### src/rtl/axi4_rd_pkg.sv
// Shared definitions for the AXI4 frame-buffer read engine.
// Contents: read FSM state enum, AXI4 burst/response encodings,
// 4KB page size and the burst length helper.
package axi4_rd_pkg;

  typedef enum logic [1:0] {
    IDLE_S,
    CALC_BURST_S,
    ADDR_S,
    READ_S
  } rd_state_t;

  localparam logic [1:0] AXI_BURST_INCR = 2'b01;
  localparam logic [1:0] RESP_OKAY      = 2'b00;
  localparam int         PAGE_BYTES     = 4096;

  // Largest legal INCR burst from addr_lo: bounded by the remaining words,
  // the AXI4 limit of 256 beats and the distance to the next 4KB boundary.
  // wb is log2 of the bus width in bytes.
  function automatic logic [8:0] calc_burst_len(input logic [31:0] words_left,
                                                input logic [11:0] addr_lo,
                                                input int          wb);
    logic [12:0] page_bytes;
    logic [31:0] page_words;
    logic [31:0] len;
    page_bytes = 13'(PAGE_BYTES) - {1'b0, addr_lo};
    page_words = 32'(page_bytes) >> wb;
    len = words_left;
    if (len > 32'd256)    len = 32'd256;
    if (len > page_words) len = page_words;
    return len[8:0];
  endfunction

endpackage

### src/rtl/axi4_if.sv
// AXI4 memory-mapped bus bundle (all five channels).
// Modports: master (drives AW/W/AR, bready, rready), slave (the reverse).
interface axi4_if #(
  parameter int ADDR_WIDTH   = 32,
  parameter int DATA_WIDTH   = 64,
  parameter int ID_WIDTH     = 1,
  parameter int AWUSER_WIDTH = 1,
  parameter int WUSER_WIDTH  = 1,
  parameter int ARUSER_WIDTH = 1
);
  logic [ID_WIDTH-1:0]     awid;
  logic [ADDR_WIDTH-1:0]   awaddr;
  logic [7:0]              awlen;
  logic [2:0]              awsize;
  logic [1:0]              awburst;
  logic                    awlock;
  logic [3:0]              awcache, awqos, awregion;
  logic [2:0]              awprot;
  logic [AWUSER_WIDTH-1:0] awuser;
  logic                    awvalid, awready;

  logic [DATA_WIDTH-1:0]   wdata;
  logic [DATA_WIDTH/8-1:0] wstrb;
  logic                    wlast;
  logic [WUSER_WIDTH-1:0]  wuser;
  logic                    wvalid, wready;

  logic [ID_WIDTH-1:0]     bid;
  logic [1:0]              bresp;
  logic                    bvalid, bready;

  logic [ID_WIDTH-1:0]     arid;
  logic [ADDR_WIDTH-1:0]   araddr;
  logic [7:0]              arlen;
  logic [2:0]              arsize;
  logic [1:0]              arburst;
  logic                    arlock;
  logic [3:0]              arcache, arqos, arregion;
  logic [2:0]              arprot;
  logic [ARUSER_WIDTH-1:0] aruser;
  logic                    arvalid, arready;

  logic [ID_WIDTH-1:0]     rid;
  logic [DATA_WIDTH-1:0]   rdata;
  logic [1:0]              rresp;
  logic                    rlast, rvalid, rready;

  modport master (
    output awid, awaddr, awlen, awsize, awburst, awlock, awcache, awprot, awqos,
           awregion, awuser, awvalid, input awready,
    output wdata, wstrb, wlast, wuser, wvalid, input wready,
    input  bid, bresp, bvalid, output bready,
    output arid, araddr, arlen, arsize, arburst, arlock, arcache, arprot, arqos,
           arregion, aruser, arvalid, input arready,
    input  rid, rdata, rresp, rlast, rvalid, output rready
  );

  modport slave (
    input  awid, awaddr, awlen, awsize, awburst, awlock, awcache, awprot, awqos,
           awregion, awuser, awvalid, output awready,
    input  wdata, wstrb, wlast, wuser, wvalid, output wready,
    output bid, bresp, bvalid, input bready,
    input  arid, araddr, arlen, arsize, arburst, arlock, arcache, arprot, arqos,
           arregion, aruser, arvalid, output arready,
    output rid, rdata, rresp, rlast, rvalid, input rready
  );
endinterface

### src/rtl/axi4_stream_if.sv
// AXI4-Stream bundle with strobe/keep, last and a 1-bit start-of-frame user.
// Modports: master (drives everything but tready), slave (the reverse).
interface axi4_stream_if #(
  parameter int DATA_WIDTH = 64
);
  logic [DATA_WIDTH-1:0]   tdata;
  logic [DATA_WIDTH/8-1:0] tstrb, tkeep;
  logic                    tlast, tuser, tvalid, tready;

  modport master (output tdata, tstrb, tkeep, tlast, tuser, tvalid, input tready);
  modport slave  (input tdata, tstrb, tkeep, tlast, tuser, tvalid, output tready);
endinterface

### src/rtl/axi4_to_axi4_stream_strb_gen.sv
// Byte strobe decoder for the stream side.
// Ports: last       - current word is the final word of the packet
//        tail_bytes - valid bytes in the final word (0 means the word is full)
//        strb       - all-ones, or the low tail_bytes bits on a partial last word
module axi4_to_axi4_stream_strb_gen #(
  parameter  int BYTES = 8,
  localparam int WB    = $clog2(BYTES)
) (
  input  logic             last,
  input  logic [WB-1:0]    tail_bytes,
  output logic [BYTES-1:0] strb
);

  always_comb begin
    strb = '1;
    if (last && tail_bytes != '0) begin
      for (int i = 0; i < BYTES; i++) begin
        strb[i] = (i < 32'(tail_bytes));
      end
    end
  end

endmodule

### src/rtl/axi4_to_axi4_stream.sv
// Frame-buffer read engine: on start_i, fetches pkt_size_i bytes from addr_i
// with AXI4 INCR bursts (one outstanding, never crossing 4KB) and forwards
// them, unbuffered, as one AXI4-Stream packet.
// Ports: clk_i, rst_i (sync, active high), start_i, pkt_size_i (bytes),
//        addr_i (byte address, aligned down to the bus width), busy_o,
//        err_o (sticky read error), mem_o (AXI4 read master, writes tied off),
//        pkt_o (AXI4-Stream master, tuser marks the first word).
// Build option: define AXI4_TO_AXI4_STREAM_RRESP_CHK_EN to enable the
// rresp / rlast cross-check driving err_o; otherwise err_o is constant 0.
module axi4_to_axi4_stream
  import axi4_rd_pkg::*;
#(
  parameter int DATA_WIDTH         = 64,
  parameter int ADDR_WIDTH         = 32,
  parameter int ID_WIDTH           = 1,
  parameter int AWUSER_WIDTH       = 1,
  parameter int WUSER_WIDTH        = 1,
  parameter int ARUSER_WIDTH       = 1,
  parameter int MAX_PKT_SIZE_B     = 2048,
  parameter int MAX_PKT_SIZE_WIDTH = $clog2(MAX_PKT_SIZE_B * 4)
) (
  input  logic                        clk_i,
  input  logic                        rst_i,
  input  logic                        start_i,
  input  logic [MAX_PKT_SIZE_WIDTH:0] pkt_size_i,
  input  logic [ADDR_WIDTH-1:0]       addr_i,
  output logic                        busy_o,
  output logic                        err_o,
  axi4_if.master                      mem_o,
  axi4_stream_if.master               pkt_o
);

  localparam int BYTES  = DATA_WIDTH / 8;
  localparam int WB     = $clog2(BYTES);
  localparam int SIZE_W = MAX_PKT_SIZE_WIDTH + 1;
  localparam int WL_W   = SIZE_W - WB + 1;

  rd_state_t             state;
  logic [ADDR_WIDTH-1:0] cur_addr, araddr;
  logic [WL_W-1:0]       words_left, start_words;
  logic [WB-1:0]         tail_bytes;
  logic [7:0]            arlen, burst_left;
  logic [8:0]            burst_len;
  logic                  arvalid, first_word;
  logic                  in_read, beat, burst_end, last_word, start_ok;
  logic [BYTES-1:0]      strb;

  assign start_words = WL_W'(pkt_size_i[SIZE_W-1:WB]) + WL_W'(|pkt_size_i[WB-1:0]);
  assign burst_len   = calc_burst_len(32'(words_left), cur_addr[11:0], WB);
  assign start_ok    = (state == IDLE_S) && start_i && (pkt_size_i != '0);
  assign in_read     = (state == READ_S);
  assign beat        = in_read && mem_o.rvalid && pkt_o.tready;
  assign burst_end   = mem_o.rlast || (burst_left == 8'd0);
  assign last_word   = (words_left == WL_W'(1));

  always_ff @(posedge clk_i) begin
    if (rst_i) begin
      state      <= IDLE_S;
      cur_addr   <= '0;
      araddr     <= '0;
      words_left <= '0;
      tail_bytes <= '0;
      arlen      <= '0;
      burst_left <= '0;
      arvalid    <= 1'b0;
      busy_o     <= 1'b0;
      first_word <= 1'b0;
    end else begin
      case (state)
        IDLE_S: begin
          if (start_ok) begin
            cur_addr   <= {addr_i[ADDR_WIDTH-1:WB], {WB{1'b0}}};
            words_left <= start_words;
            tail_bytes <= pkt_size_i[WB-1:0];
            first_word <= 1'b1;
            busy_o     <= 1'b1;
            state      <= CALC_BURST_S;
          end
        end
        CALC_BURST_S: begin
          araddr     <= cur_addr;
          arlen      <= 8'(burst_len - 9'd1);
          burst_left <= 8'(burst_len - 9'd1);
          arvalid    <= 1'b1;
          state      <= ADDR_S;
        end
        ADDR_S: begin
          if (mem_o.arready) begin
            arvalid <= 1'b0;
            state   <= READ_S;
          end
        end
        READ_S: begin
          if (beat) begin
            words_left <= words_left - WL_W'(1);
            burst_left <= burst_left - 8'd1;
            cur_addr   <= cur_addr + ADDR_WIDTH'(BYTES);
            first_word <= 1'b0;
            // rlast drives progress; burst_left only backs it up.
            if (burst_end) begin
              if (last_word) begin
                busy_o <= 1'b0;
                state  <= IDLE_S;
              end else begin
                state  <= CALC_BURST_S;
              end
            end
          end
        end
        default: state <= IDLE_S;
      endcase
    end
  end

`ifdef AXI4_TO_AXI4_STREAM_RRESP_CHK_EN
  // Sticky until the next accepted start; data keeps flowing regardless.
  always_ff @(posedge clk_i) begin
    if (rst_i) begin
      err_o <= 1'b0;
    end else if (start_ok) begin
      err_o <= 1'b0;
    end else if (beat && (mem_o.rresp != RESP_OKAY ||
                          (mem_o.rlast && burst_left != 8'd0))) begin
      err_o <= 1'b1;
    end
  end
  logic unused_inputs;
  assign unused_inputs = ^{mem_o.awready, mem_o.wready, mem_o.bvalid, mem_o.bresp,
                           mem_o.bid, mem_o.rid, addr_i[WB-1:0]};
`else
  assign err_o = 1'b0;
  logic unused_inputs;
  assign unused_inputs = ^{mem_o.awready, mem_o.wready, mem_o.bvalid, mem_o.bresp,
                           mem_o.bid, mem_o.rid, mem_o.rresp, addr_i[WB-1:0]};
`endif

  axi4_to_axi4_stream_strb_gen #(.BYTES(BYTES)) u_strb_gen (
    .last       (last_word),
    .tail_bytes (tail_bytes),
    .strb       (strb)
  );

  // Read address channel.
  assign mem_o.arvalid  = arvalid;
  assign mem_o.araddr   = araddr;
  assign mem_o.arlen    = arlen;
  assign mem_o.arsize   = 3'(WB);
  assign mem_o.arburst  = AXI_BURST_INCR;
  assign mem_o.arid     = {ID_WIDTH{1'b0}};
  assign mem_o.arlock   = 1'b0;
  assign mem_o.arcache  = 4'd0;
  assign mem_o.arprot   = 3'd0;
  assign mem_o.arqos    = 4'd0;
  assign mem_o.arregion = 4'd0;
  assign mem_o.aruser   = {ARUSER_WIDTH{1'b0}};

  // Read data passes straight through; stream backpressure stalls R.
  assign mem_o.rready = in_read && pkt_o.tready;
  assign pkt_o.tvalid = in_read && mem_o.rvalid;
  assign pkt_o.tdata  = mem_o.rdata;
  assign pkt_o.tlast  = in_read && last_word;
  assign pkt_o.tuser  = first_word;
  assign pkt_o.tstrb  = strb;
  assign pkt_o.tkeep  = strb;

  // Write side is never used.
  assign mem_o.awvalid  = 1'b0;
  assign mem_o.awid     = {ID_WIDTH{1'b0}};
  assign mem_o.awaddr   = '0;
  assign mem_o.awlen    = 8'd0;
  assign mem_o.awsize   = 3'd0;
  assign mem_o.awburst  = 2'd0;
  assign mem_o.awlock   = 1'b0;
  assign mem_o.awcache  = 4'd0;
  assign mem_o.awprot   = 3'd0;
  assign mem_o.awqos    = 4'd0;
  assign mem_o.awregion = 4'd0;
  assign mem_o.awuser   = {AWUSER_WIDTH{1'b0}};
  assign mem_o.wvalid   = 1'b0;
  assign mem_o.wdata    = '0;
  assign mem_o.wstrb    = '0;
  assign mem_o.wlast    = 1'b0;
  assign mem_o.wuser    = {WUSER_WIDTH{1'b0}};
  assign mem_o.bready   = 1'b1;

endmodule

### src/flat_wrapper.sv
// flat-port wrapper written by rule: the top's interface ports become plain ports
module axi4_to_axi4_stream_flat import axi4_rd_pkg::*;
#(
  parameter int DATA_WIDTH         = 64,
  parameter int ADDR_WIDTH         = 32,
  parameter int ID_WIDTH           = 1,
  parameter int AWUSER_WIDTH       = 1,
  parameter int WUSER_WIDTH        = 1,
  parameter int ARUSER_WIDTH       = 1,
  parameter int MAX_PKT_SIZE_B     = 2048,
  parameter int MAX_PKT_SIZE_WIDTH = $clog2(MAX_PKT_SIZE_B * 4)
)
  (clk_i, rst_i, start_i, pkt_size_i, addr_i, busy_o, err_o, mem_o_awid, mem_o_awaddr, mem_o_awlen, mem_o_awsize, mem_o_awburst, mem_o_awlock, mem_o_awcache, mem_o_awprot, mem_o_awqos, mem_o_awregion, mem_o_awuser, mem_o_awvalid, mem_o_awready, mem_o_wdata, mem_o_wstrb, mem_o_wlast, mem_o_wuser, mem_o_wvalid, mem_o_wready, mem_o_bid, mem_o_bresp, mem_o_bvalid, mem_o_bready, mem_o_arid, mem_o_araddr, mem_o_arlen, mem_o_arsize, mem_o_arburst, mem_o_arlock, mem_o_arcache, mem_o_arprot, mem_o_arqos, mem_o_arregion, mem_o_aruser, mem_o_arvalid, mem_o_arready, mem_o_rid, mem_o_rdata, mem_o_rresp, mem_o_rlast, mem_o_rvalid, mem_o_rready, pkt_o_tdata, pkt_o_tstrb, pkt_o_tkeep, pkt_o_tlast, pkt_o_tuser, pkt_o_tvalid, pkt_o_tready);
  axi4_if #(.ADDR_WIDTH(ADDR_WIDTH), .DATA_WIDTH(DATA_WIDTH), .ID_WIDTH(ID_WIDTH), .AWUSER_WIDTH(AWUSER_WIDTH), .WUSER_WIDTH(WUSER_WIDTH), .ARUSER_WIDTH(ARUSER_WIDTH)) mem_o_i ();
  axi4_stream_if #(.DATA_WIDTH(DATA_WIDTH)) pkt_o_i ();
  input  logic clk_i;
  input  logic rst_i;
  input  logic start_i;
  input  logic [MAX_PKT_SIZE_WIDTH:0] pkt_size_i;
  input  logic [ADDR_WIDTH-1:0] addr_i;
  output logic busy_o;
  output logic err_o;
  output wire logic [$bits(mem_o_i.awid)-1:0] mem_o_awid;
  output wire logic [$bits(mem_o_i.awaddr)-1:0] mem_o_awaddr;
  output wire logic [$bits(mem_o_i.awlen)-1:0] mem_o_awlen;
  output wire logic [$bits(mem_o_i.awsize)-1:0] mem_o_awsize;
  output wire logic [$bits(mem_o_i.awburst)-1:0] mem_o_awburst;
  output wire logic [$bits(mem_o_i.awlock)-1:0] mem_o_awlock;
  output wire logic [$bits(mem_o_i.awcache)-1:0] mem_o_awcache;
  output wire logic [$bits(mem_o_i.awprot)-1:0] mem_o_awprot;
  output wire logic [$bits(mem_o_i.awqos)-1:0] mem_o_awqos;
  output wire logic [$bits(mem_o_i.awregion)-1:0] mem_o_awregion;
  output wire logic [$bits(mem_o_i.awuser)-1:0] mem_o_awuser;
  output wire logic [$bits(mem_o_i.awvalid)-1:0] mem_o_awvalid;
  input wire logic [$bits(mem_o_i.awready)-1:0] mem_o_awready;
  output wire logic [$bits(mem_o_i.wdata)-1:0] mem_o_wdata;
  output wire logic [$bits(mem_o_i.wstrb)-1:0] mem_o_wstrb;
  output wire logic [$bits(mem_o_i.wlast)-1:0] mem_o_wlast;
  output wire logic [$bits(mem_o_i.wuser)-1:0] mem_o_wuser;
  output wire logic [$bits(mem_o_i.wvalid)-1:0] mem_o_wvalid;
  input wire logic [$bits(mem_o_i.wready)-1:0] mem_o_wready;
  input wire logic [$bits(mem_o_i.bid)-1:0] mem_o_bid;
  input wire logic [$bits(mem_o_i.bresp)-1:0] mem_o_bresp;
  input wire logic [$bits(mem_o_i.bvalid)-1:0] mem_o_bvalid;
  output wire logic [$bits(mem_o_i.bready)-1:0] mem_o_bready;
  output wire logic [$bits(mem_o_i.arid)-1:0] mem_o_arid;
  output wire logic [$bits(mem_o_i.araddr)-1:0] mem_o_araddr;
  output wire logic [$bits(mem_o_i.arlen)-1:0] mem_o_arlen;
  output wire logic [$bits(mem_o_i.arsize)-1:0] mem_o_arsize;
  output wire logic [$bits(mem_o_i.arburst)-1:0] mem_o_arburst;
  output wire logic [$bits(mem_o_i.arlock)-1:0] mem_o_arlock;
  output wire logic [$bits(mem_o_i.arcache)-1:0] mem_o_arcache;
  output wire logic [$bits(mem_o_i.arprot)-1:0] mem_o_arprot;
  output wire logic [$bits(mem_o_i.arqos)-1:0] mem_o_arqos;
  output wire logic [$bits(mem_o_i.arregion)-1:0] mem_o_arregion;
  output wire logic [$bits(mem_o_i.aruser)-1:0] mem_o_aruser;
  output wire logic [$bits(mem_o_i.arvalid)-1:0] mem_o_arvalid;
  input wire logic [$bits(mem_o_i.arready)-1:0] mem_o_arready;
  input wire logic [$bits(mem_o_i.rid)-1:0] mem_o_rid;
  input wire logic [$bits(mem_o_i.rdata)-1:0] mem_o_rdata;
  input wire logic [$bits(mem_o_i.rresp)-1:0] mem_o_rresp;
  input wire logic [$bits(mem_o_i.rlast)-1:0] mem_o_rlast;
  input wire logic [$bits(mem_o_i.rvalid)-1:0] mem_o_rvalid;
  output wire logic [$bits(mem_o_i.rready)-1:0] mem_o_rready;
  output wire logic [$bits(pkt_o_i.tdata)-1:0] pkt_o_tdata;
  output wire logic [$bits(pkt_o_i.tstrb)-1:0] pkt_o_tstrb;
  output wire logic [$bits(pkt_o_i.tkeep)-1:0] pkt_o_tkeep;
  output wire logic [$bits(pkt_o_i.tlast)-1:0] pkt_o_tlast;
  output wire logic [$bits(pkt_o_i.tuser)-1:0] pkt_o_tuser;
  output wire logic [$bits(pkt_o_i.tvalid)-1:0] pkt_o_tvalid;
  input wire logic [$bits(pkt_o_i.tready)-1:0] pkt_o_tready;
  assign mem_o_awid = mem_o_i.awid;
  assign mem_o_awaddr = mem_o_i.awaddr;
  assign mem_o_awlen = mem_o_i.awlen;
  assign mem_o_awsize = mem_o_i.awsize;
  assign mem_o_awburst = mem_o_i.awburst;
  assign mem_o_awlock = mem_o_i.awlock;
  assign mem_o_awcache = mem_o_i.awcache;
  assign mem_o_awprot = mem_o_i.awprot;
  assign mem_o_awqos = mem_o_i.awqos;
  assign mem_o_awregion = mem_o_i.awregion;
  assign mem_o_awuser = mem_o_i.awuser;
  assign mem_o_awvalid = mem_o_i.awvalid;
  assign mem_o_i.awready = mem_o_awready;
  assign mem_o_wdata = mem_o_i.wdata;
  assign mem_o_wstrb = mem_o_i.wstrb;
  assign mem_o_wlast = mem_o_i.wlast;
  assign mem_o_wuser = mem_o_i.wuser;
  assign mem_o_wvalid = mem_o_i.wvalid;
  assign mem_o_i.wready = mem_o_wready;
  assign mem_o_i.bid = mem_o_bid;
  assign mem_o_i.bresp = mem_o_bresp;
  assign mem_o_i.bvalid = mem_o_bvalid;
  assign mem_o_bready = mem_o_i.bready;
  assign mem_o_arid = mem_o_i.arid;
  assign mem_o_araddr = mem_o_i.araddr;
  assign mem_o_arlen = mem_o_i.arlen;
  assign mem_o_arsize = mem_o_i.arsize;
  assign mem_o_arburst = mem_o_i.arburst;
  assign mem_o_arlock = mem_o_i.arlock;
  assign mem_o_arcache = mem_o_i.arcache;
  assign mem_o_arprot = mem_o_i.arprot;
  assign mem_o_arqos = mem_o_i.arqos;
  assign mem_o_arregion = mem_o_i.arregion;
  assign mem_o_aruser = mem_o_i.aruser;
  assign mem_o_arvalid = mem_o_i.arvalid;
  assign mem_o_i.arready = mem_o_arready;
  assign mem_o_i.rid = mem_o_rid;
  assign mem_o_i.rdata = mem_o_rdata;
  assign mem_o_i.rresp = mem_o_rresp;
  assign mem_o_i.rlast = mem_o_rlast;
  assign mem_o_i.rvalid = mem_o_rvalid;
  assign mem_o_rready = mem_o_i.rready;
  assign pkt_o_tdata = pkt_o_i.tdata;
  assign pkt_o_tstrb = pkt_o_i.tstrb;
  assign pkt_o_tkeep = pkt_o_i.tkeep;
  assign pkt_o_tlast = pkt_o_i.tlast;
  assign pkt_o_tuser = pkt_o_i.tuser;
  assign pkt_o_tvalid = pkt_o_i.tvalid;
  assign pkt_o_i.tready = pkt_o_tready;
  axi4_to_axi4_stream #(.DATA_WIDTH(DATA_WIDTH), .ADDR_WIDTH(ADDR_WIDTH), .ID_WIDTH(ID_WIDTH), .AWUSER_WIDTH(AWUSER_WIDTH), .WUSER_WIDTH(WUSER_WIDTH), .ARUSER_WIDTH(ARUSER_WIDTH), .MAX_PKT_SIZE_B(MAX_PKT_SIZE_B), .MAX_PKT_SIZE_WIDTH(MAX_PKT_SIZE_WIDTH)) u_core (.clk_i(clk_i), .rst_i(rst_i), .start_i(start_i), .pkt_size_i(pkt_size_i), .addr_i(addr_i), .busy_o(busy_o), .err_o(err_o), .mem_o(mem_o_i), .pkt_o(pkt_o_i));
endmodule
### config.mk
export PLATFORM = sky130hd
export DESIGN_NAME = axi4_to_axi4_stream_flat
export DESIGN_NICKNAME = d
export VERILOG_FILES = /design/src/rtl/axi4_rd_pkg.sv /design/src/rtl/axi4_if.sv /design/src/rtl/axi4_stream_if.sv /design/src/rtl/axi4_to_axi4_stream_strb_gen.sv /design/src/rtl/axi4_to_axi4_stream.sv /design/src/flat_wrapper.sv
export SDC_FILE = /design/constraint.sdc
export NUM_CORES = 1
export LEC_CHECK = 0
export BUFFER_PORTS_ARGS = -buffer_cell sky130_fd_sc_hd__buf_2
export CORE_AREA = 3 3 161 163
export CTS_CLUSTER_DIAMETER = 60
export DETAILED_ROUTE_END_ITERATION = 12
export DIE_AREA = 0 0 164 166
export GPL_ROUTABILITY_DRIVEN = 0
export GPL_TIMING_DRIVEN = 0
export PLACE_DENSITY = 0.62
export RECOVER_POWER = 25
export SYNTH_ARGS = -nofsm -noshare
export SYNTH_HDL_FRONTEND = slang
export SYNTH_HIERARCHICAL = 1
export SYNTH_SLANG_ARGS = --single-unit
export TNS_END_PERCENT = 5
### constraint.sdc
create_clock -name clk_i -period 5.9 [get_ports clk_i]
set_input_delay 0.885 -clock clk_i [delete_from_list [all_inputs] [get_ports clk_i]]
set_output_delay 0.885 -clock clk_i [all_outputs]
set_load 0.02 [all_outputs]
# After elaboration in Yosys (flattened, before gate mapping)
# Index checks and enable logic that the tools add are counted.
# totals
register_bits	100
output_inout_bits	290
input_bits	126
# classes
n_lt_le_gt_ge	9
muxes	26
eq_ne	9
n_reduce_logical	22
addsub	6
# op_table
op	count
32-bit two-way mux	2
32-bit case mux with 2 select lines	1
12-bit two-way mux	3
32-bit by 4-bit adder with 32-bit output, second input constant	1
8-bit two-way mux	3
12-bit case mux with 2 select lines	1
8-bit case mux with 2 select lines	1
8-bit by 1-bit subtractor with 8-bit output, second input constant	2
14-bit nonzero test	1
13-bit by 12-bit subtractor with 13-bit output, first input constant	1
11-bit by 1-bit adder with 12-bit output	1
12-bit by 1-bit == test with 1-bit output, second input constant	1
12-bit by 10-bit greater-than comparator with 1-bit output	1
12-bit by 9-bit greater-than comparator with 1-bit output, second input constant	1
12-bit by 1-bit subtractor with 12-bit output, second input constant	1
3-bit < comparator, first input constant	3
8-bit logical NOT	1
2-bit two-way mux	4
2-bit inequality test, second input constant	4
2-bit case mux with 4 select lines	1
1-bit logical AND	7
1-bit two-way mux	7
1-bit by 3-bit < comparator with 1-bit output, first input constant	2
2-bit by 3-bit < comparator with 1-bit output, first input constant	2
13 further kinds	20

# Longest topological paths before layout
# Gate-level depths: netlist (run 1).
# logic_depth
word_depth	6
depth_mapped	20
ltp_nobuf	18

# Hierarchy
# Netlist (run 1), hierarchy kept.
# modules_own_cells
mod	instances	area_each_um2	cells_each
axi4_to_axi4_stream	1	7714.9	985
axi4_to_axi4_stream_strb_gen	1	107.6	14

# Worst setup path after synthesis (run 1)
# Ideal clock, no wire load.
# synth_path
path_kind	register -> register
startpoint	reg u_core.cur_addr[8]
endpoint	reg u_core.arlen[2] (netlist: u_core/mem_o.arlen[2])
path_slack_ns	1.710
required_ns	5.827
synth_period_minus_slack_ns	4.190
path_stages_with_launch	18
setup_time_ns	0.073
arrival_time_ns	4.117
path_cell_list	dfxtp_1 > clkbuf_1 > or4_1 > nor4_1 > xnor2_1 > inv_1 > ha_1 > nand4_1 > a211o_1 > a21oi_2 > buf_2 > mux2_2 > ha_1 > clkbuf_1 > or2_2 > a21oi_1 > o21ai_0 > a21oi_1
# synth_between
elab_chain_cells	4
# synth_lines
item	line	text
from (decl)	axi4_to_axi4_stream.sv:39	logic [ADDR_WIDTH-1:0] cur_addr, araddr;
from (signal assigned)	axi4_to_axi4_stream.sv:72	cur_addr <= {addr_i[ADDR_WIDTH-1:WB], {WB{1'b0}}};
from (signal assigned)	axi4_to_axi4_stream.sv:97	cur_addr <= cur_addr + ADDR_WIDTH'(BYTES);
13-bit by 12-bit subtractor with 13-bit output	axi4_rd_pkg.sv:26	page_bytes = 13'(PAGE_BYTES) - {1'b0, addr_lo};
12-bit by 10-bit greater-than comparator with 1-bit output	axi4_rd_pkg.sv:30	if (len > page_words) len = page_words;
8-bit two-way mux	axi4_rd_pkg.sv:30	
8-bit by 1-bit subtractor with 8-bit output	axi4_to_axi4_stream.sv:82	arlen <= 8'(burst_len - 9'd1);
to (signal assigned)	axi4_to_axi4_stream.sv:82	
to (decl)	axi4_to_axi4_stream.sv:42	logic [7:0] arlen, burst_left;
# No other way between the ends.
# A chain may end at the register's enable or synchronous reset.

# Final worst setup path (run 1)
# Same ends and word-level chain as after synthesis.

==> impl_metrics.json, run 1 <==
{
  "first_pass_iters": 5,
  "post_cts_buffers": 0,
  "slew_headroom_pct": 40.3,
  "end_kind": "register",
  "cts_tree": "yes",
  "die_w_um": 164,
  "finalHoldViolCount": 0,
  "multi_input_area_um2": 4390,
  "globalRouteOverflowTotal": 0,
  "port_buffers": 169,
  "synth_area_um2": 7820,
  "initial_core_util_pct": 32.0,
  "vdd_drop_max_uv": 199,
  "critPathKind": "register to register",
  "crit_path_max_fanout": 10,
  "final_cell_mix": "buf_4 (240), conb_1 (169), buf_2 (123), nor2_1 (94), dfxtp_1 (94)",
  "ys_ff_latch": 94,
  "antenna_found_initial": 2,
  "io_pins": 416,
  "place_ws_ns": 1.07,
  "clkTransAtPathRegs_ns": 0.07,
  "hold_path_end": "u_core/tail_bytes[1]$_SDFFE_PP0P_",
  "htree_levels": 3,
  "final_common_cell": "buf_4",
  "final_layout_size_suffix_gt1_share_pct": 31.2,
  "status": "finished clean",
  "antenna_cells": 0,
  "cap_violations": 0,
  "viasPerCell": 4.51,
  "critPathLaunchType": "register",
  "syn_inst": 999,
  "fmax_mhz": 205,
  "worst_pin_slew_ns": 0.895,
  "min_period_ns": 4.88,
  "clock_latency_ns": 0.36,
  "grt_start_max_net_pins": 17,
  "cts_hold_buf": 0,
  "yosysUniqueCellTypes": 73,
  "fin_crit_sh_pct": 82.8,
  "drt_iter0_drc": 523,
  "avgSynthCellArea_um2": 7.83,
  "drc": 0,
  "wl_per_cell_um": 15.1,
  "leakage_nw": 4.70,
  "p_per_area_nw_per_um2": 457,
  "postLayoutSetupSlackWorst_ns": 1.02,
  "required_ns": 6.18,
  "reg2reg_to": "u_core/mem_o.arlen[2]$_SDFFE_PP0P_",
  "route.vias.total": 7558,
  "cts_sinks": 94,
  "grt.total_usage_pct": 17.5,
  "dp_hpwl_mm": 20.2,
  "fillerInstances": 2568,
  "wirelength_mm": 25.4,
  "worstPathArrival_ns": 5.16,
  "hp-start": "u_core/tail_bytes[1]$_SDFFE_PP0P_",
  "fin_nets": 1496,
  "dieHeight_um": 166,
  "setup-violations-final": 0,
  "fp.coreArea_um2": 24500,
  "die-area_um2": 27200,
  "cts_buffer_depth": 2,
  "synth_edf_count": 0,
  "r2r_slack_ns": 1.02,
  "drv_slew": 0,
  "yosys_most_used_dff": "dfxtp_1",
  "r2r_start": "u_core/cur_addr[8]$_SDFFE_PP0P_",
  "reg2reg_depth": 17,
  "rsz0062_at_grt": "false",
  "yosysSeqAreaShare_pct": 24.1,
  "cts_root_buf": "clkbuf_16",
  "synthArstFlopShare_pct": 0,
  "ys_warn_count": 6,
  "hold_depth": 2,
  "row_count": 57,
  "min_path_type": "register to register",
  "seq_area_um2": 1880,
  "cts_resized": 0,
  "tns_ns": 0,
  "grt_pass1_wl_mm": 38.0,
  "syn_to_final_growth_pct": 27.3,
  "grt_pass1_vias": 6770,
  "antenna_left": 0,
  "cts_buffers": 9,
  "fin_worst_skew_ns": 0.00896
}
==> power breakdown <==
| part | internal (mW) | total (mW) | switching [mW] | leakage [nW] |
|---|---|---|---|---|
| Combinational | 1.07 | 2.88 | 1.82 | 3.78 |
| Sequential | 0.837 | 1.01 | 0.175 | 0.771 |
| Clock | 0.376 | 0.651 | 0.276 | 0.151 |
==> critical path, stage by stage, from the launching register on <==
cell	delay (ns)
dfxtp_1	0.30
clkbuf_1	0.20
or4_1	0.57
nor4_1	0.25
xnor2_1	0.24
inv_1	0.08
ha_1	0.31
nand4_1	0.15
a211o_1	0.31
a21oi_2	0.36
buf_2	0.33
mux2_2	0.41
ha_1	0.21
clkbuf_1	0.19
or2_2	0.33
a21oi_1	0.24
o21ai_0	0.15
a21oi_1	0.17
==> synth_stat cells (9+ instances only) <==
library cell  count  area (um^2)
nand2_1          73          274
dfxtp_1          94         1880
mux2i_1          39          390
o22ai_1          15         93.8
buf_1             9         33.8
nand3_1          33          165
ha_1             25          313
inv_1            28          105
o21ai_0          36          180
clkbuf_1         32          120
nor2_1           94          353
a21oi_1          53          265
nand4_1          11         68.8
buf_4           240         1800
a211oi_2         12          150
xnor2_1           9         78.8
a22oi_1          15          113
nor3_1           17         85.1
xor2_1            9         78.8
==> worst max path at each step <==
stage,start,endpoint,slack [ns],cells after the start
after global routing,u_core/cur_addr[8]$_SDFFE_PP0P_,u_core/burst_left[4]$_SDFFE_PP0P_,0.68,18
after floorplan,u_core/cur_addr[8]$_SDFFE_PP0P_,u_core/mem_o.arlen[2]$_SDFFE_PP0P_,1.71,17
after global placement,u_core/cur_addr[8]$_SDFFE_PP0P_,u_core/mem_o.arlen[2]$_SDFFE_PP0P_,1.13,17
after CTS,u_core/cur_addr[8]$_SDFFE_PP0P_,u_core/mem_o.arlen[2]$_SDFFE_PP0P_,1.04,17
after detailed placement,u_core/cur_addr[8]$_SDFFE_PP0P_,u_core/mem_o.arlen[2]$_SDFFE_PP0P_,1.07,17
final,u_core/cur_addr[8]$_SDFFE_PP0P_,u_core/mem_o.arlen[2]$_SDFFE_PP0P_,1.02,17
==> kinds of logic (layout without fill, tap and decap cells) <==
logic type,after synthesis,after routing,share of synthesized area (%)
fa+ha+maj,25,25,4.00
flops,94,94,24.1
other cells,3,169,0.144
simple gates,292,292,18.2
xor+xnor,18,18,2.02
buf+inv,323,508,27.8
mux,45,45,5.85
compound gates,199,199,17.9
==> cell type report <==
type | count | share of cell area, %
clock inverters | 6 | 0.955
plain buffers | 295 | 20.8
clock buffers | 10 | 2.30
flip-flops and latches | 94 | 18.9
inverters | 28 | 1.06
repair buffers | 169 | 7.83
multi-input cells | 748 | 44.1
well taps | 324 | 4.07
==> metrics by stage <==
stage	utilization, %	std cells	area (um^2)	hold slack [ns]	power (mW)
final	40.7	1674	9950	0.473	4.55
after global routing	40.7	1674	9950	0.516	4.88
after CTS	41.0	1674	10000	0.474	4.54
after detailed placement	39.6	1658	9700	0.464	3.87
after global placement	39.6	1658	9700	0.460	3.83
after floorplan	-	1165	8450	0.449	3.14
==> sequential cells by signal (all words and copies together), names as in the netlist, 2 cells and up <==
register / flops
u_core/burst_left: 8
u_core/tail_bytes: 3
u_core/state: 2
u_core/cur_addr: 29
u_core/words_left: 12
u_core/mem_o.araddr: 29
u_core/mem_o.arlen: 8
==> metal layers <==
layer | GRT usage [%] | part of all wire [%] | vias up
met3 | 3.62 | 9.1 | 37
met1 | 20.9 | 38 | 3371
met2 | 31.8 | 51 | 400
li1 | - | - | 3748
met5 | 0 | 0.028 | -
met4 | 4.16 | 1.9 | 2
Note: power is estimated with default switching activity, not from simulation.
==> run 2: changes to the inputs <==
- clock period: 5.9 -> 4.7 ns (I/O delays scaled with it)
==> run 2 against run 1 <==
Die area is the same. Fmax rose by 12%. Combinational power grew 29%. Critical path depth is 1 lower. Largest cell class unchanged. Largest power group unchanged. Via count grew 0.16%.
==> impl_metrics.json, run 2 (synthesis gave the netlist of run 1 again) <==
{
  "fin_crit_sh_pct": 92.5,
  "cap_violations": 0,
  "min_path_type": "register to register",
  "cts_buffers": 9,
  "wirelength_mm": 25.3,
  "groute.layer.met2.usage_pct": 31.8,
  "clock_latency_ns": 0.36,
  "cts_root_buf": "clkbuf_16",
  "final_layout_size_suffix_gt1_share_pct": 31.8,
  "globalRouteOverflowTotal": 0,
  "end_kind": "register",
  "dp_hpwl_mm": 20.2,
  "grt_busiest_layer": "met2",
  "cts_sinks": 94,
  "cts_hold_buf": 0,
  "antenna_left": 0,
  "fmax_mhz": 230,
  "r2r_start": "u_core/cur_addr[8]$_SDFFE_PP0P_",
  "fp.coreArea_um2": 24500,
  "fin_nets": 1500,
  "cts_tree": "yes",
  "antenna_found_initial": 2,
  "reg2reg_depth": 16,
  "die_w_um": 164,
  "worst_pin_slew_ns": 0.873,
  "required_ns": 4.98,
  "critPathLaunchType": "register",
  "path_cells": "or4_4 -> nor3_2 -> nand2_1 -> xnor2_1 -> ha_1 -> nand4_1 -> a211o_1 -> a21oi_4 -> buf_4 -> mux2_2 -> ha_1 -> clkbuf_1 -> or2_2 -> a21oi_1 -> o21ai_0 -> a21oi_1",
  "dieHeight_um": 166,
  "initial_core_util_pct": 32.0,
  "hold_depth": 2,
  "largest_registers": "u_core/cur_addr: 29 flops, u_core/mem_o.araddr: 29 flops, u_core/words_left: 12 flops",
  "critPathKind": "register to register",
  "met3_usage_pct": 3.62,
  "route.vias.total": 7570,
  "grt_pass1_wl_mm": 38.0,
  "vdd_drop_max_uv": 258,
  "port_buffers": 169,
  "setup-violations-final": 0,
  "viasPerCell": 4.51,
  "clkTransAtPathRegs_ns": 0.07,
  "cts_buffer_depth": 2,
  "grtUsageMet1_pct": 20.9,
  "slew_headroom_pct": 41.8,
  "grt.total_usage_pct": 17.5,
  "worstPathArrival_ns": 4.63,
  "postLayoutSetupSlackWorst_ns": 0.353,
  "syn_to_final_growth_pct": 28.1,
  "crit_path_max_fanout": 10,
  "tns_ns": 0,
  "drv_slew": 0,
  "finalHoldViolCount": 0,
  "worst_path_max_delay_cell": "or4_4",
  "slowest_delay_ns": 0.55,
  "hp-start": "u_core/tail_bytes[1]$_SDFFE_PP0P_",
  "p_per_area_nw_per_um2": 580,
  "place_ws_ns": -0.127,
  "min_period_ns": 4.35,
  "grt_pass1_vias": 6774,
  "wl_per_cell_um": 15.1,
  "power_mw": 5.81,
  "io_pins": 416,
  "antenna_cells": 0,
  "drt_iter0_drc": 514,
  "timing.hold.ws_ns": 0.473,
  "row_count": 57,
  "rsz0062_at_grt": "false",
  "fin_worst_skew_ns": 0.00814,
  "startpoint": "u_core/cur_addr[8]$_SDFFE_PP0P_",
  "grt_start_max_net_pins": 17,
  "leakage_nw": 4.73,
  "htree_levels": 3,
  "final_common_cell": "buf_4",
  "status": "finished clean",
  "die-area_um2": 27200,
  "first_pass_iters": 6,
  "drc": 0,
  "final_cell_mix": "buf_4 (246), conb_1 (169), buf_2 (122), nor2_1 (94), dfxtp_1 (94)"
}
## run 2: repair_timing
action                                  in CTS  in global routing
setup buffers                                1                  4
endpoints found under the setup margin       4                  4
pin swaps                                    1                  1
resized for setup                            2                  6
## run 2: worst paths after layout
kind | endpoint | slack, ns
max reg2reg | u_core/mem_o.arlen[2]$_SDFFE_PP0P_ | 0.35
min | u_core/tail_bytes[1]$_SDFFE_PP0P_ | 0.47
max | u_core/mem_o.arlen[2]$_SDFFE_PP0P_ | 0.35
min reg2reg | u_core/tail_bytes[1]$_SDFFE_PP0P_ | 0.47
## run 2: routing by layer
metal	vias to the layer above	wire length [um]
li1	3752	-
met4	2	490
met1	3385	9590
met2	393	12900
met3	38	2310
met5	-	7
## run 2: power by group
group	switching [mW]	internal, mW	leakage (nW)	total, mW
combinational	2.30	1.42	3.81	3.71
sequential	0.229	1.05	0.771	1.28
clock	0.345	0.472	0.151	0.816
total	2.87	2.94	4.73	5.81
## run 2: worst max-delay path, delay by kind of cell, from the launching register on
kind	cells	cell delay [ns]
compound gates	5	1.06
xor+xnor	1	0.14
fa+ha+maj	2	0.53
buf+inv	2	0.40
flops	1	0.41
mux	1	0.40
simple gates	5	1.31
## run 2: through the flow
step	instance area, um^2	util [%]	instances
global placement	9700	39.6	1658
global route	10000	41.0	1678
floorplan	8450	-	1165
detailed placement	9700	39.6	1658
CTS	10000	41.0	1675
finish	10000	41.0	1678
## run 2: layout make-up
type	count	area (um^2)
plain buffers	294	2070
clock buffers	10	229
clock inverters	6	95.1
fillers	2557	14400
inverters	28	105
multi-input cells	748	4420
flip-flops and latches	94	1880
well taps	324	405
repair buffers	174	817
==> run 3: changes to the inputs <==
- REMOVE_ABC_BUFFERS: not set -> 1
==> run 3 against run 2 <==
Global-route usage fell by 0.28 points. Clock power decreased by 2%. Combinational power shrank 18%. Via count fell by 16%. Largest cell class unchanged. First-iteration DRC count decreased by 28%. Routed wire length shrank 2.6%. Sequential share of layout area is 5.3 points higher. Core utilization shrank 9.1 points. Largest power group unchanged. Power down 10%. Fmax rose by 1.1%. Setup slack improved by 0.047 ns. Register-to-register slack better by 0.05 ns.
==> impl_metrics.json, run 3 (synthesis gave the netlist of run 1 again) <==
{
  "status": "finished clean",
  "row_count": 57,
  "power_mw": 5.23,
  "fin_worst_skew_ns": 0.00919,
  "grt_pass1_vias": 5423,
  "rsz0062_at_grt": "false",
  "viasPerCell": 4.79,
  "reg2reg_depth": 16,
  "initial_core_util_pct": 32.0,
  "fin_cells": 1324,
  "clkPwrFrac_pct": 15.4,
  "power_switching_mw": 2.54,
  "p_per_area_nw_per_um2": 670,
  "dp_cells": 1305,
  "setup-violations-final": 0,
  "multi_input_area_um2": 4420,
  "largest_registers": "u_core/cur_addr: 29 flops, u_core/mem_o.araddr: 29 flops, u_core/words_left: 12 flops",
  "cap_violations": 0,
  "timing.hold.ws_ns": 0.468,
  "critPathKind": "register to register",
  "required_ns": 4.90,
  "finalInstanceArea_um2": 7800,
  "fin_crit_sh_pct": 91.5,
  "antenna_cells": 0,
  "drc": 0,
  "worst_path_max_delay_cell": "or4_1",
  "syn_to_final_growth_pct": -0.272,
  "grt.total_usage_pct": 17.2,
  "dp_hpwl_mm": 19.6,
  "min_period_ns": 4.30,
  "grt_start_max_net_pins": 55,
  "grt_pass1_wl_mm": 35.2,
  "io_pins": 416,
  "final_common_cell": "conb_1",
  "cts_tree": "yes",
  "htree_levels": 3,
  "worstPathArrival_ns": 4.50,
  "end_kind": "register",
  "clock_latency_ns": 0.36,
  "die-area_um2": 27200,
  "seq_power_share_pct": 26.1,
  "drv_slew": 0,
  "antenna_found_initial": 7,
  "placed_cell_area_um2": 7430,
  "worst_pin_slew_ns": 0.992,
  "route.vias.total": 6346,
  "die_w_um": 164,
  "critPathLaunchType": "register",
  "utilization_pct": 31.9,
  "slew_headroom_pct": 33.9,
  "antenna_left": 0,
  "globalRouteOverflowTotal": 0,
  "p_sw_share_pct": 48.6,
  "cts_buffer_depth": 2,
  "final_layout_size_suffix_gt1_share_pct": 16.9,
  "min_path_type": "register to register",
  "wl_per_cell_um": 18.6,
  "drt_iter0_drc": 372,
  "cts_root_buf": "clkbuf_16",
  "cts_buffers": 9,
  "r2r_start": "u_core/cur_addr[6]$_SDFFE_PP0P_",
  "clkTransAtPathRegs_ns": 0.07,
  "first_pass_iters": 5,
  "fin_nets": 1146,
  "final_cell_mix": "conb_1 (169), buf_2 (105), nor2_1 (94), dfxtp_1 (94), nand2_1 (73)",
  "intPower_mw": 2.69,
  "r2r_slack_ns": 0.40,
  "startpoint": "u_core/cur_addr[6]$_SDFFE_PP0P_",
  "wirelength_mm": 24.6,
  "fmax_mhz": 233,
  "path_cells": "or4_1 -> nor4_1 -> xnor2_1 -> inv_1 -> ha_1 -> nand4_1 -> nor2_1 -> a211oi_1 -> a21oi_4 -> mux2_2 -> ha_1 -> nand2_1 -> o211ai_1 -> nor2_1 -> a221oi_2 -> a211oi_1",
  "crit_end": "u_core/mem_o.arlen[4]$_SDFFE_PP0P_",
  "leakage_nw": 3.35,
  "fp.coreArea_um2": 24500,
  "fillerInstances": 2622,
  "cts_sinks": 94,
  "combinationalPowerShare_pct": 58.6,
  "crit_path_max_fanout": 13,
  "reg2reg_to": "u_core/mem_o.arlen[4]$_SDFFE_PP0P_",
  "port_buffers": 106,
  "dieHeight_um": 166,
  "slowest_delay_ns": 0.62,
  "vdd_drop_max_uv": 267,
  "seq_area_um2": 1880,
  "finalHoldViolCount": 0
}
-- run 3: area by class of cell --
cell class | count | share of cell area, %
Multi-Input combinational cell | 748 | 56.6
Tap cell | 324 | 5.20
Sequential cell | 94 | 24.1
Inverter | 28 | 1.35
Timing Repair Buffer | 114 | 8.60
Clock inverter | 7 | 1.22
Clock buffer | 9 | 2.89
-- run 3: through the flow --
step / setup WS, ns / TNS [ns]
floorplan: 0.497 / 0
global placement: -1.43 / -32.22
detailed placement: -0.0373 / -0.0551
CTS: 0.162 / 0
global route: 0.133 / 0
finish: 0.400 / 0
-- run 3: power groups by stage --
stage | Clock (mW) | Sequential, mW | Combinational (mW)
5_1_grt | 0.856 | 1.41 | 3.40
3_3_place_gp | 0 | 1.36 | 2.93
6_report | 0.803 | 1.36 | 3.06
4_1_cts | 0.820 | 1.36 | 3.03
3_5_place_dp | 0 | 1.37 | 3.01
2_1_floorplan | 0 | 1.38 | 2.21
-- run 3: worst max-delay path, delay by kind of cell, from the launching register on --
family	cells	cell delay [ns]
buf+inv	1	0.08
mux	1	0.30
fa+ha+maj	2	0.63
xor+xnor	1	0.25
flops	1	0.43
simple gates	6	1.29
compound gates	5	1.18
-- run 3: repair_timing --
action / CTS / global route
setup buffers: 0 / 2
pin swaps: 0 / 1
hold buffers: 0 / 0
gates resized for setup: 1 / 0
endpoints found under the setup margin: 4 / 4
-- run 3: worst min path at each step --
stage                                                     to                                from  cells after the start
after floorplan           u_core/words_left[11]$_SDFFE_PP0P_  u_core/words_left[11]$_SDFFE_PP0P_                      2
after global placement    u_core/mem_o.arlen[2]$_SDFFE_PP0P_  u_core/mem_o.arlen[2]$_SDFFE_PP0P_                      2
after detailed placement  u_core/mem_o.arlen[2]$_SDFFE_PP0P_  u_core/mem_o.arlen[2]$_SDFFE_PP0P_                      2
after CTS                 u_core/mem_o.arlen[2]$_SDFFE_PP0P_  u_core/mem_o.arlen[2]$_SDFFE_PP0P_                      2
after global routing      u_core/mem_o.arlen[2]$_SDFFE_PP0P_  u_core/mem_o.arlen[2]$_SDFFE_PP0P_                      2
final                     u_core/mem_o.arlen[2]$_SDFFE_PP0P_  u_core/mem_o.arlen[2]$_SDFFE_PP0P_                      2
-- run 3: per-layer routing --
| metal | GRT usage, % | share of wire [%] |
|---|---|---|
| met2 | 23.5 | 41 |
| met3 | 13.4 | 17 |
| met4 | 2.61 | 0.76 |
| met5 | 6.55 | 1.3 |
| met1 | 21.1 | 40 |
